**src/rtl/gbe_cpu_attach_v2.sv**
```systemverilog
// gbe_cpu_attach_v2: OPB slave between the PowerPC and the GbE UDP core.
// Transaction FSM gives registered RAMs a read latency slot and performs
// byte-lane read-modify-write on the TX buffer and ARP cache. Also provides
// address-error acks, RX/TX packet counters and an optional interrupt.
// Optional feature macro: GBE_CPU_IRQ_EN (irq_status/irq_mask regs + irq).
module gbe_cpu_attach_v2 #(
  parameter logic [31:0] C_BASEADDR      = 32'h0,
  parameter logic [31:0] C_HIGHADDR      = 32'h3FFF,
  parameter logic [47:0] LOCAL_MAC       = 48'hFFFF_FFFF_FFFF,
  parameter logic [31:0] LOCAL_IP        = 32'hFFFF_FFFF,
  parameter logic [15:0] LOCAL_PORT      = 16'hFFFF,
  parameter int          LOCAL_GATEWAY   = 0,
  parameter logic        LOCAL_ENABLE    = 1'b0,
  parameter logic        CPU_PROMISCUOUS = 1'b0,
  parameter logic [31:0] PHY_CONFIG      = 32'd0,
  parameter int          BUF_AW          = 9,
  parameter int          ARP_AW          = 8
) (
  input  logic                OPB_Clk,
  input  logic                OPB_Rst,
  input  logic                OPB_RNW,
  input  logic                OPB_select,
  input  logic [3:0]          OPB_BE,
  input  logic [31:0]         OPB_ABus,
  input  logic [31:0]         OPB_DBus,
  output logic [31:0]         Sl_DBus,
  output logic                Sl_xferAck,
  output logic                Sl_errAck,
  output logic                Sl_retry,
  output logic                Sl_toutSup,
  output logic                local_enable,
  output logic [47:0]         local_mac,
  output logic [31:0]         local_ip,
  output logic [15:0]         local_port,
  output logic [ARP_AW-1:0]   local_gateway,
  output logic                cpu_promiscuous,
  output logic [ARP_AW-1:0]   arp_cache_addr,
  input  logic [47:0]         arp_cache_rd_data,
  output logic [47:0]         arp_cache_wr_data,
  output logic                arp_cache_wr_en,
  output logic [BUF_AW-1:0]   cpu_rx_buffer_addr,
  input  logic [31:0]         cpu_rx_buffer_rd_data,
  input  logic [BUF_AW+2:0]   cpu_rx_size,
  input  logic                cpu_rx_ready,
  output logic                cpu_rx_ack,
  output logic [BUF_AW-1:0]   cpu_tx_buffer_addr,
  input  logic [31:0]         cpu_tx_buffer_rd_data,
  output logic [31:0]         cpu_tx_buffer_wr_data,
  output logic                cpu_tx_buffer_wr_en,
  output logic [BUF_AW+2:0]   cpu_tx_size,
  output logic                cpu_tx_ready,
  input  logic                cpu_tx_done,
  input  logic [31:0]         phy_status,
  output logic [31:0]         phy_control,
  output logic                irq
);

  localparam logic [1:0] S_IDLE = 2'd0, S_RD_WAIT = 2'd1, S_RMW = 2'd2, S_ACK = 2'd3;
  localparam logic [1:0] W_REG = 2'd0, W_TX = 2'd1, W_RX = 2'd2, W_ARP = 2'd3;

  function automatic logic [31:0] be_merge(input logic [31:0] old_v, input logic [31:0] new_v,
                                           input logic [3:0] be);
    logic [31:0] r;
    for (int i = 0; i < 4; i++) r[8*i +: 8] = be[i] ? new_v[8*i +: 8] : old_v[8*i +: 8];
    return r;
  endfunction

  logic [1:0]        state_q, state_d;
  logic              sel_d_q;
  logic [1:0]        win_q, win_d;
  logic [10:2]       off_q, off_d;
  logic              rnw_q, rnw_d, err_q, err_d;
  logic [3:0]        be_q, be_d;
  logic [31:0]       wdat_q, wdat_d;
  logic [47:0]       mac_q, mac_d;
  logic [31:0]       ip_q, ip_d, phy_q, phy_d;
  logic [15:0]       port_q, port_d, rx_cnt_q, rx_cnt_d, tx_cnt_q, tx_cnt_d;
  logic [ARP_AW-1:0] gw_q, gw_d;
  logic              en_q, en_d, prom_q, prom_d;
  logic [BUF_AW+2:0] rx_size_q, rx_size_d, tx_size_q, tx_size_d;
  logic              rx_ack_q, rx_ack_d, tx_rdy_q, tx_rdy_d;
`ifdef GBE_CPU_IRQ_EN
  logic [1:0]        irq_st_q, irq_st_d, irq_mk_q, irq_mk_d;
  logic              irq_q, irq_d;
`endif

  logic [13:2] off_in;
  logic        start, bad, ack_cyc, xfer, wr_cyc, reg_wr, rx_latch;
  logic [31:0] reg_rd, mrg, rd_mux, arp_lo;
  logic [15:0] arp_hi;

  assign off_in  = 12'((OPB_ABus - C_BASEADDR) >> 2);
  assign start   = OPB_select && !sel_d_q && (OPB_ABus >= C_BASEADDR) && (OPB_ABus <= C_HIGHADDR);
  assign ack_cyc = (state_q == S_ACK);
  assign xfer    = ack_cyc && !err_q;
  assign wr_cyc  = xfer && !rnw_q;
  assign reg_wr  = wr_cyc && (win_q == W_REG);
  assign rx_latch = cpu_rx_ready && rx_ack_q;

  // Register readback for the latched word index
  always_comb begin
    reg_rd = 32'd0;
    case (off_q)
      9'd0:  reg_rd = {16'd0, mac_q[47:32]};
      9'd1:  reg_rd = mac_q[31:0];
      9'd3:  reg_rd = 32'(gw_q);
      9'd4:  reg_rd = ip_q;
      9'd6:  reg_rd = {16'(tx_size_q), rx_ack_q ? 16'd0 : 16'(rx_size_q)};
      9'd8:  reg_rd = {7'd0, prom_q, 7'd0, en_q, port_q};
      9'd9:  reg_rd = phy_status;
      9'd10: reg_rd = phy_q;
      9'd11: reg_rd = {16'd0, rx_cnt_q};
      9'd12: reg_rd = {16'd0, tx_cnt_q};
`ifdef GBE_CPU_IRQ_EN
      9'd13: reg_rd = {30'd0, irq_st_q};
      9'd14: reg_rd = {30'd0, irq_mk_q};
`endif
      default: reg_rd = 32'd0;
    endcase
    mrg = be_merge(reg_rd, wdat_q, be_q);
  end

  // FSM, bus latches, config registers and RX/TX handshakes
  always_comb begin
    state_d = state_q; win_d = win_q; off_d = off_q; rnw_d = rnw_q; err_d = err_q;
    be_d = be_q; wdat_d = wdat_q; mac_d = mac_q; ip_d = ip_q; phy_d = phy_q;
    port_d = port_q; gw_d = gw_q; en_d = en_q; prom_d = prom_q;
    rx_cnt_d = rx_cnt_q; tx_cnt_d = tx_cnt_q; rx_size_d = rx_size_q; tx_size_d = tx_size_q;
    rx_ack_d = rx_ack_q; tx_rdy_d = tx_rdy_q;
    bad = 1'b0;
    case (state_q)
      S_IDLE: if (start) begin
        win_d = off_in[13:12]; off_d = off_in[10:2]; rnw_d = OPB_RNW;
        be_d = OPB_BE; wdat_d = OPB_DBus;
        bad = off_in[11]
           || ((off_in[13:12] == W_TX || off_in[13:12] == W_RX) &&
               !({1'b0, off_in[10:2]} < 10'(1 << BUF_AW)))
           || ((off_in[13:12] == W_ARP) && !({1'b0, off_in[10:3]} < 9'(1 << ARP_AW)));
        err_d = bad;
        if (bad || off_in[13:12] == W_REG || (off_in[13:12] == W_RX && !OPB_RNW)) state_d = S_ACK;
        else if (OPB_RNW) state_d = S_RD_WAIT;
        else state_d = S_RMW;
      end
      S_RD_WAIT, S_RMW: state_d = S_ACK;
      default: state_d = S_IDLE;
    endcase

    if (reg_wr) begin
      case (off_q)
        9'd0:  mac_d[47:32] = mrg[15:0];
        9'd1:  mac_d[31:0]  = mrg;
        9'd3:  gw_d = mrg[ARP_AW-1:0];
        9'd4:  ip_d = mrg;
        9'd8:  begin port_d = mrg[15:0]; en_d = mrg[16]; prom_d = mrg[24]; end
        9'd10: phy_d = mrg;
        default: ;
      endcase
    end

    // CPU releases the RX buffer by writing 0 to the rx_size half
    if (reg_wr && off_q == 9'd6 && be_q[0] && wdat_q[15:0] == 16'd0) begin
      rx_size_d = '0; rx_ack_d = 1'b1;
    end
    if (rx_latch) begin
      rx_size_d = cpu_rx_size + 1'b1; rx_ack_d = 1'b0; rx_cnt_d = rx_cnt_q + 16'd1;
    end
    // tx_done first so a coincident CPU load overrides it
    if (cpu_tx_done) begin
      tx_size_d = '0; tx_rdy_d = 1'b0; tx_cnt_d = tx_cnt_q + 16'd1;
    end
    if (reg_wr && off_q == 9'd6 && be_q[2]) begin
      tx_size_d = wdat_q[16 +: BUF_AW+3]; tx_rdy_d = 1'b1;
    end
  end

`ifdef GBE_CPU_IRQ_EN
  // Interrupt status: W1C, set events beat a coincident clear
  always_comb begin
    irq_st_d = irq_st_q; irq_mk_d = irq_mk_q;
    if (reg_wr && off_q == 9'd13 && be_q[0]) irq_st_d = irq_st_q & ~wdat_q[1:0];
    if (reg_wr && off_q == 9'd14 && be_q[0]) irq_mk_d = wdat_q[1:0];
    irq_st_d = irq_st_d | {cpu_tx_done, rx_latch};
    irq_d = |(irq_st_d & irq_mk_d);
  end

  // Interrupt state registers
  always_ff @(posedge OPB_Clk or posedge OPB_Rst) begin
    if (OPB_Rst) begin
      irq_st_q <= 2'd0; irq_mk_q <= 2'd0; irq_q <= 1'b0;
    end else begin
      irq_st_q <= irq_st_d; irq_mk_q <= irq_mk_d; irq_q <= irq_d;
    end
  end
  assign irq = irq_q;
`else
  assign irq = 1'b0;
`endif

  // State registers
  always_ff @(posedge OPB_Clk or posedge OPB_Rst) begin
    if (OPB_Rst) begin
      state_q <= S_IDLE; sel_d_q <= 1'b0; win_q <= 2'd0; off_q <= '0; rnw_q <= 1'b0;
      err_q <= 1'b0; be_q <= 4'd0; wdat_q <= 32'd0;
      mac_q <= LOCAL_MAC; ip_q <= LOCAL_IP; port_q <= LOCAL_PORT; gw_q <= ARP_AW'(LOCAL_GATEWAY);
      en_q <= LOCAL_ENABLE; prom_q <= CPU_PROMISCUOUS; phy_q <= PHY_CONFIG;
      rx_cnt_q <= 16'd0; tx_cnt_q <= 16'd0; rx_size_q <= '0; tx_size_q <= '0;
      rx_ack_q <= 1'b1; tx_rdy_q <= 1'b0;
    end else begin
      state_q <= state_d; sel_d_q <= OPB_select; win_q <= win_d; off_q <= off_d; rnw_q <= rnw_d;
      err_q <= err_d; be_q <= be_d; wdat_q <= wdat_d;
      mac_q <= mac_d; ip_q <= ip_d; port_q <= port_d; gw_q <= gw_d;
      en_q <= en_d; prom_q <= prom_d; phy_q <= phy_d;
      rx_cnt_q <= rx_cnt_d; tx_cnt_q <= tx_cnt_d; rx_size_q <= rx_size_d; tx_size_q <= tx_size_d;
      rx_ack_q <= rx_ack_d; tx_rdy_q <= tx_rdy_d;
    end
  end

  // Read data mux and RMW merge; RAM outputs are valid in the ACK cycle
  always_comb begin
    arp_lo = be_merge(arp_cache_rd_data[31:0], wdat_q, be_q);
    arp_hi = {be_q[1] ? wdat_q[15:8] : arp_cache_rd_data[47:40],
              be_q[0] ? wdat_q[7:0]  : arp_cache_rd_data[39:32]};
    case (win_q)
      W_REG:   rd_mux = reg_rd;
      W_TX:    rd_mux = cpu_tx_buffer_rd_data;
      W_RX:    rd_mux = cpu_rx_buffer_rd_data;
      default: rd_mux = off_q[2] ? arp_cache_rd_data[31:0] : {16'd0, arp_cache_rd_data[47:32]};
    endcase
  end

  assign Sl_DBus    = (xfer && rnw_q) ? rd_mux : 32'd0;
  assign Sl_xferAck = xfer;
  assign Sl_errAck  = ack_cyc && err_q;
  assign Sl_retry   = 1'b0;
  assign Sl_toutSup = 1'b0;

  assign cpu_tx_buffer_addr    = off_q[BUF_AW+1:2];
  assign cpu_rx_buffer_addr    = off_q[BUF_AW+1:2];
  assign arp_cache_addr        = off_q[ARP_AW+2:3];
  assign cpu_tx_buffer_wr_en   = wr_cyc && (win_q == W_TX);
  assign cpu_tx_buffer_wr_data = be_merge(cpu_tx_buffer_rd_data, wdat_q, be_q);
  assign arp_cache_wr_en       = wr_cyc && (win_q == W_ARP);
  assign arp_cache_wr_data     = off_q[2] ? {arp_cache_rd_data[47:32], arp_lo}
                                          : {arp_hi, arp_cache_rd_data[31:0]};

  assign local_enable    = en_q;
  assign local_mac       = mac_q;
  assign local_ip        = ip_q;
  assign local_port      = port_q;
  assign local_gateway   = gw_q;
  assign cpu_promiscuous = prom_q;
  assign phy_control     = phy_q;
  assign cpu_rx_ack      = rx_ack_q;
  assign cpu_tx_size     = tx_size_q;
  assign cpu_tx_ready    = tx_rdy_q;

endmodule

```
**config.mk**
```make
export PLATFORM = sky130hd
export DESIGN_NAME = gbe_cpu_attach_v2
export DESIGN_NICKNAME = d
export VERILOG_FILES = /design/src/rtl/gbe_cpu_attach_v2.sv
export SDC_FILE = /design/constraint.sdc
export NUM_CORES = 1
export LEC_CHECK = 0
export ABC_AREA = 1
export CAP_MARGIN = 10
export CORE_AREA = 4 4 202 204
export CTS_BUF_LIST = sky130_fd_sc_hd__clkbuf_4
export DETAILED_ROUTE_END_ITERATION = 10
export DIE_AREA = 0 0 206 208
export PLACE_DENSITY = 0.81
export RECOVER_POWER = 25
export SLEW_MARGIN = 20
export SYNTH_ARGS = -nofsm -noshare
export SYNTH_HDL_FRONTEND = slang
export SYNTH_SLANG_ARGS = --single-unit
```
**constraint.sdc**
```tcl
create_clock -name OPB_Clk -period 9.4 [get_ports OPB_Clk]
set_clock_uncertainty 0.05 [all_clocks]
set_input_delay 1.88 -clock OPB_Clk [delete_from_list [all_inputs] [get_ports OPB_Clk]]
set_output_delay 1.88 -clock OPB_Clk [all_outputs]
set_load 0.02 [all_outputs]
```
After elaboration in Yosys (flattened, before gate mapping)
Cells that the tools add are included.
{"block": "totals", "input_bits": 230, "output_inout_bits": 297, "word_cells": 113, "register_bits": 248}
{"block": "op_classes", "n_reduce_logical": 37, "addsub": 3, "mux": 32, "eq_ne": 17, "n_lt_le_gt_ge": 2}
{"op": "$pmux W32 S10", "count": 1}
{"op": "$mux W8", "count": 14}
{"op": "$pmux W32 S3", "count": 1}
{"op": "$mux W32", "count": 2}
{"op": "$mux W12", "count": 5}
{"op": "$mux W48", "count": 1}
{"op": "$eq A9 B4 Y1 const B", "count": 5}
{"op": "$add A16 B1 Y16 const B", "count": 2}
{"op": "$ge A32 B1 Y1 const B", "count": 1}
{"op": "$le A32 B14 Y1 const B", "count": 1}
{"op": "$eq A9 B3 Y1 const B", "count": 2}
{"op": "$logic_and A1 B1 Y1", "count": 16}
{"op": "$logic_not A16 Y1", "count": 1}
{"op": "$reduce_and A2 Y1", "count": 7}
{"op": "$add A12 B1 Y12 const B", "count": 1}
{"op": "$eq A2 B2 Y1 const B", "count": 5}
{"op": "$eq A9 B1 Y1 const B", "count": 1}
{"op": "$eq A9 B2 Y1 const B", "count": 1}
{"op": "$logic_not A9 Y1", "count": 1}
{"op": "$logic_not A2 Y1", "count": 3}
{"op": "$mux W2", "count": 3}
{"op": "$eq A2 B1 Y1 const B", "count": 2}
{"op": "$logic_not A1 Y1", "count": 4}
{"op": "$mux W1", "count": 4}
{"op": "5 further kinds", "count": 7}

Depth between registers and ports, before layout
{"block": "depth", "word_depth": 9, "depth_mapped": 14, "depth_no_buf": 13}

Worst setup path after synthesis
OpenSTA, ideal clock, no wires.
{"block": "synth_timing", "kind": "input port to output port", "from": "in phy_status[24]", "to": "out Sl_DBus[24]", "arrival_ps": 2490, "stages": 6, "required_time_ps": 7470, "path_buffers": 0, "path_slack_ps": 4980, "cell_sequence": "nand3_1 -> nand2_1 -> nor2_1 -> nand2_1 -> nand2_1 -> a21oi_1"}
{"block": "synth_via", "elab_chain_len": 3}
{"element": "from (decl)", "line_no": "53", "text": "input logic [31:0] phy_status,"}
{"element": "$pmux W32 S10", "line_no": "103", "text": "case (off_q)"}
{"element": "$pmux W32 S3", "line_no": "223", "text": "case (win_q)"}
{"element": "$mux W32", "line_no": "231", "text": "assign Sl_DBus = (xfer && rnw_q) ? rd_mux : 32'd0;"}
{"element": "to (decl)", "line_no": "26", "text": "output logic [31:0] Sl_DBus,"}
No other way between the ends.

Final worst setup path
{"block": "layout_timing", "from": "reg off_q, in the netlist cpu_rx_buffer_addr[8]", "to": "out Sl_DBus[17]"}
{"block": "layout_via", "elab_chain_len": 4, "word_cells_on_any_way": 13, "cone_classes": "eq/ne (9); mux (3); reduce/logical (1)"}
{"element": "from (decl)", "line_no": "71", "text": "logic [10:2] off_q, off_d;"}
{"element": "from (signal assigned)", "line_no": "202", "text": "state_q <= S_IDLE; sel_d_q <= 1'b0; win_q <= 2'd0; off_q <= '0; rnw_q <= 1'b0;"}
{"element": "from (signal assigned)", "line_no": "209", "text": "state_q <= state_d; sel_d_q <= OPB_select; win_q <= win_d; off_q <= off_d; rnw_q <= rnw_d;"}
{"element": "$eq A9 B4 Y1 (tied with other cells)", "line_no": "103"}
{"element": "$pmux W32 S10 *", "line_no": "103"}
{"element": "$pmux W32 S3 *", "line_no": "223"}
{"element": "$mux W32 *", "line_no": "231"}
Every way passes the cells marked *; elsewhere a longest branch is shown, timed or not.

==> out/metrics.yaml <==
status: "finished, violations left"
violations: "max-capacitance violations, max-slew violations"
ys_warn_count: 0
slew_viol_final: 98
slowest_delay_ps: 830
synth_seq_area_share: 0.409
io_buffers: 521
ant_nets: 0
fmax_mhz: 140
hold_depth: 1
crit_top_cell: "nand2_1"
cp_num_buf_inv: 3
fin_crit_sh: 0.761
power_frac_seq: 0.386
period_needed_ps: 7150
pwr_density_cell_nw_per_um2: 151
dpl_cell_area_um2: 20700
area_growth_pct: 40.6
synth-seq-cells: 248
clkSinkCount: 248
leakage_nw: 10.5
synthArstFlopShare: 1.00
dr.pass1.iters: 6
routedWlPerCell_um: 22.3
grt_pass1_wl_mm: 110
yosys.area.top_type: "dfrtp_1"
clkPwrFrac: 0.344
die_h_um: 208
use_met3: 0.0747
syn_inst: 2269
die_w_um: 206
gr-total-overflow: 0
tightestPinTransition_ps: 4470
swShare: 0.347
r2r_slack_ps: 5140
start_util: 0.394
ys_types: 43
syn_area_um2: 15500
holdCritStartpoint: "tx_cnt_q[15]"
critPathKind: "flop to output port"
ctsHoldBuffers: 0
timing_hold_violations_final: 0
antenna_found_initial: 10
required_ps: 7470
met2_usage: 0.531
avgSynthCellArea_um2: 6.81
nNetsFinal: 2983
synth_edf_count: 0
start_kind: "flop"
reg2reg_depth: 10
grt_use_total: 0.335
path_cells: "inv_1 > nand3_1 > nor2_8 > nand2_2 > inv_2 > nand2_1 > nand2_1 > o21ai_0 > a31oi_1 > clkdlybuf4s50_1"
synth.area.top_cells: "dfrtp_1, nand2_1, dfstp_2"
slew_headroom: -2.00
grt_max_degree: 152
end_kind: "output port"
cts_buffers: 72
cp_slowest_cell: "inv_1"
p_total_mw: 3.29
path_delay_family: "buffers and inverters"
hold_end: "tx_cnt_q[15]"
r2r_start: "cpu_rx_buffer_addr[8]"
yosysMostFrequentCell: "nand2_1"
vias: 18200
drc: 0
reg2reg_to: "phy_control[22]"
design.die.area_um2: 42800
cts_tree: "yes"
io_pins: 527
pwr-share-comb: 0.269
final_cell_area_um2: 21700
hold_class: "flop to flop"
busiest_layer: "met2"
wl_mm: 74.4
critical_path.startpoint: "cpu_rx_buffer_addr[8]"
arrival_ps: 5220
final_util: 0.553
synthFlopType: "dfrtp_1"
tns_ps: 0
rows: 73
path_clk_slew_ps: 70
switchingPower_mw: 1.14
grt_pass1_vias: 17400
cts_buffer_depth: 3
synth.top_cell.area_share: 0.244
via_per_inst: 5.46
clkLatencyLatePin_ps: 770
crit_fanout: 40
gp_congestion: 0.974
hpwl_mm: 55.4
htreeDepth: 3
fp.coreArea_um2: 39300
drtIter0Drc: 2159
post_cts_buffers: 0
ir_drop_uv: 110
drive_gt1_frac: 0.114
setup_viol: 0
post_cts_resized: 0
p_int_mw: 2.15
cts-root-buf: "clkbuf_4"
synth_common_cells: "nand2_1, nand3_1, inv_1"
cap_viol_max_count: 1
met1_usage: 0.431
rsz0062_at_grt: "no"
-- routing by layer --
| layer | share of wire | vias to the layer above |
|---|---|---|
| met1 | 0.38 | 8557 |
| li1 | - | 8183 |
| met2 | 0.46 | 1246 |
| met5 | 0 | - |
| met3 | 0.11 | 250 |
| met4 | 0.059 | 0 |
-- logic make-up (layout without fill, tap and decap cells) --
kind of cell               after synthesis  after routing  synth area share
AOI/OAI and AO/OA                      201            201            0.0669
muxes                                   11             11           0.00801
DFF                                    248            248             0.409
other                                    1             13          0.000243
xor gates and xnor gates                25             25            0.0142
adders and majority gates                6              6           0.00486
and+or+nand+nor                       1445           1445             0.400
buffers and inverters                  332            867            0.0969
-- worst register-to-register path, cell delays in order, from the launching register on --
cell,delay (ps)
dfrtp_1,540
inv_1,830
nand3_2,190
nor2_4,140
buf_4,590
nand2_2,370
nor2_2,180
buf_4,470
inv_2,510
nand2_1,210
nand2_1,80
-- stage by stage --
stage | instances | worst slack [ps] | hold WS (ps)
2_1_floorplan | 2271 | 816 | 392
5_1_grt | 3340 | 2060 | 439
3_3_place_gp | 3198 | 3480 | 405
3_5_place_dp | 3198 | 3490 | 415
4_1_cts | 3331 | 2680 | 423
6_report | 3341 | 2250 | 422
-- flip-flops by register name, summed over array words and instances (netlist names) --
name / flops
local_ip: 32
win_q: 2
err_q: 1
rnw_q: 1
cpu_promiscuous: 1
phy_control: 32
tx_cnt_q: 16
cpu_tx_size: 12
rx_cnt_q: 16
wdat_q: 32
cpu_tx_ready: 1
rx_size_q: 12
local_port: 16
be_q: 4
cpu_rx_buffer_addr: 9
local_enable: 1
local_mac: 48
state_q: 2
sel_d_q: 1
local_gateway: 8
cpu_rx_ack: 1
-- power groups by stage --
stage | Combinational, mW | Sequential, mW | Clock [mW]
after floorplan | 0.433 | 1.30 | 0
after global placement | 0.856 | 1.28 | 0
after detailed placement | 0.872 | 1.28 | 0
after CTS | 0.876 | 1.27 | 1.15
after global routing | 0.952 | 1.28 | 1.21
final | 0.885 | 1.27 | 1.13
-- cell type report --
| cell class | instances | area, um^2 |
|---|---|---|
| fillers | 3720 | 17500 |
| multi-input cells | 1691 | 7620 |
| flip-flops and latches | 248 | 6330 |
| repair buffers | 536 | 5340 |
| clock buffers | 113 | 848 |
| inverters | 198 | 746 |
| well taps | 525 | 657 |
| clock inverters | 20 | 158 |
| diodes | 10 | 25.0 |
-- cells in the final DEF, fill, tap and decap left out, types with 8 or more instances in the layout --
cell	count
nor2_1	132
xor2_1	19
clkdlybuf4s50_1	517
o21ai_0	146
buf_4	14
clkinv_1	14
nor2_4	9
nand3_1	304
diode_2	10
inv_1	178
nor2_2	8
nand2_1	926
nand3_2	8
a31oi_1	10
inv_2	18
nand2_2	21
dfstp_2	97
o21ai_1	24
clkbuf_4	113
mux2_2	11
dfrtp_1	150
nand4_1	11
a21oi_1	13
-- worst max-delay path by stage --
| stage | end | slack (ps) | cells past startpoint |
|---|---|---|---|
| global placement | Sl_DBus[17] | 3480 | 11 |
| global route | Sl_DBus[17] | 2060 | 10 |
| CTS | Sl_DBus[10] | 2680 | 9 |
| finish | Sl_DBus[17] | 2250 | 10 |
| detailed placement | Sl_DBus[10] | 3490 | 9 |
| floorplan | be_q[0] | 820 | 1 |
Note: power is estimated with default switching activity, not from simulation.
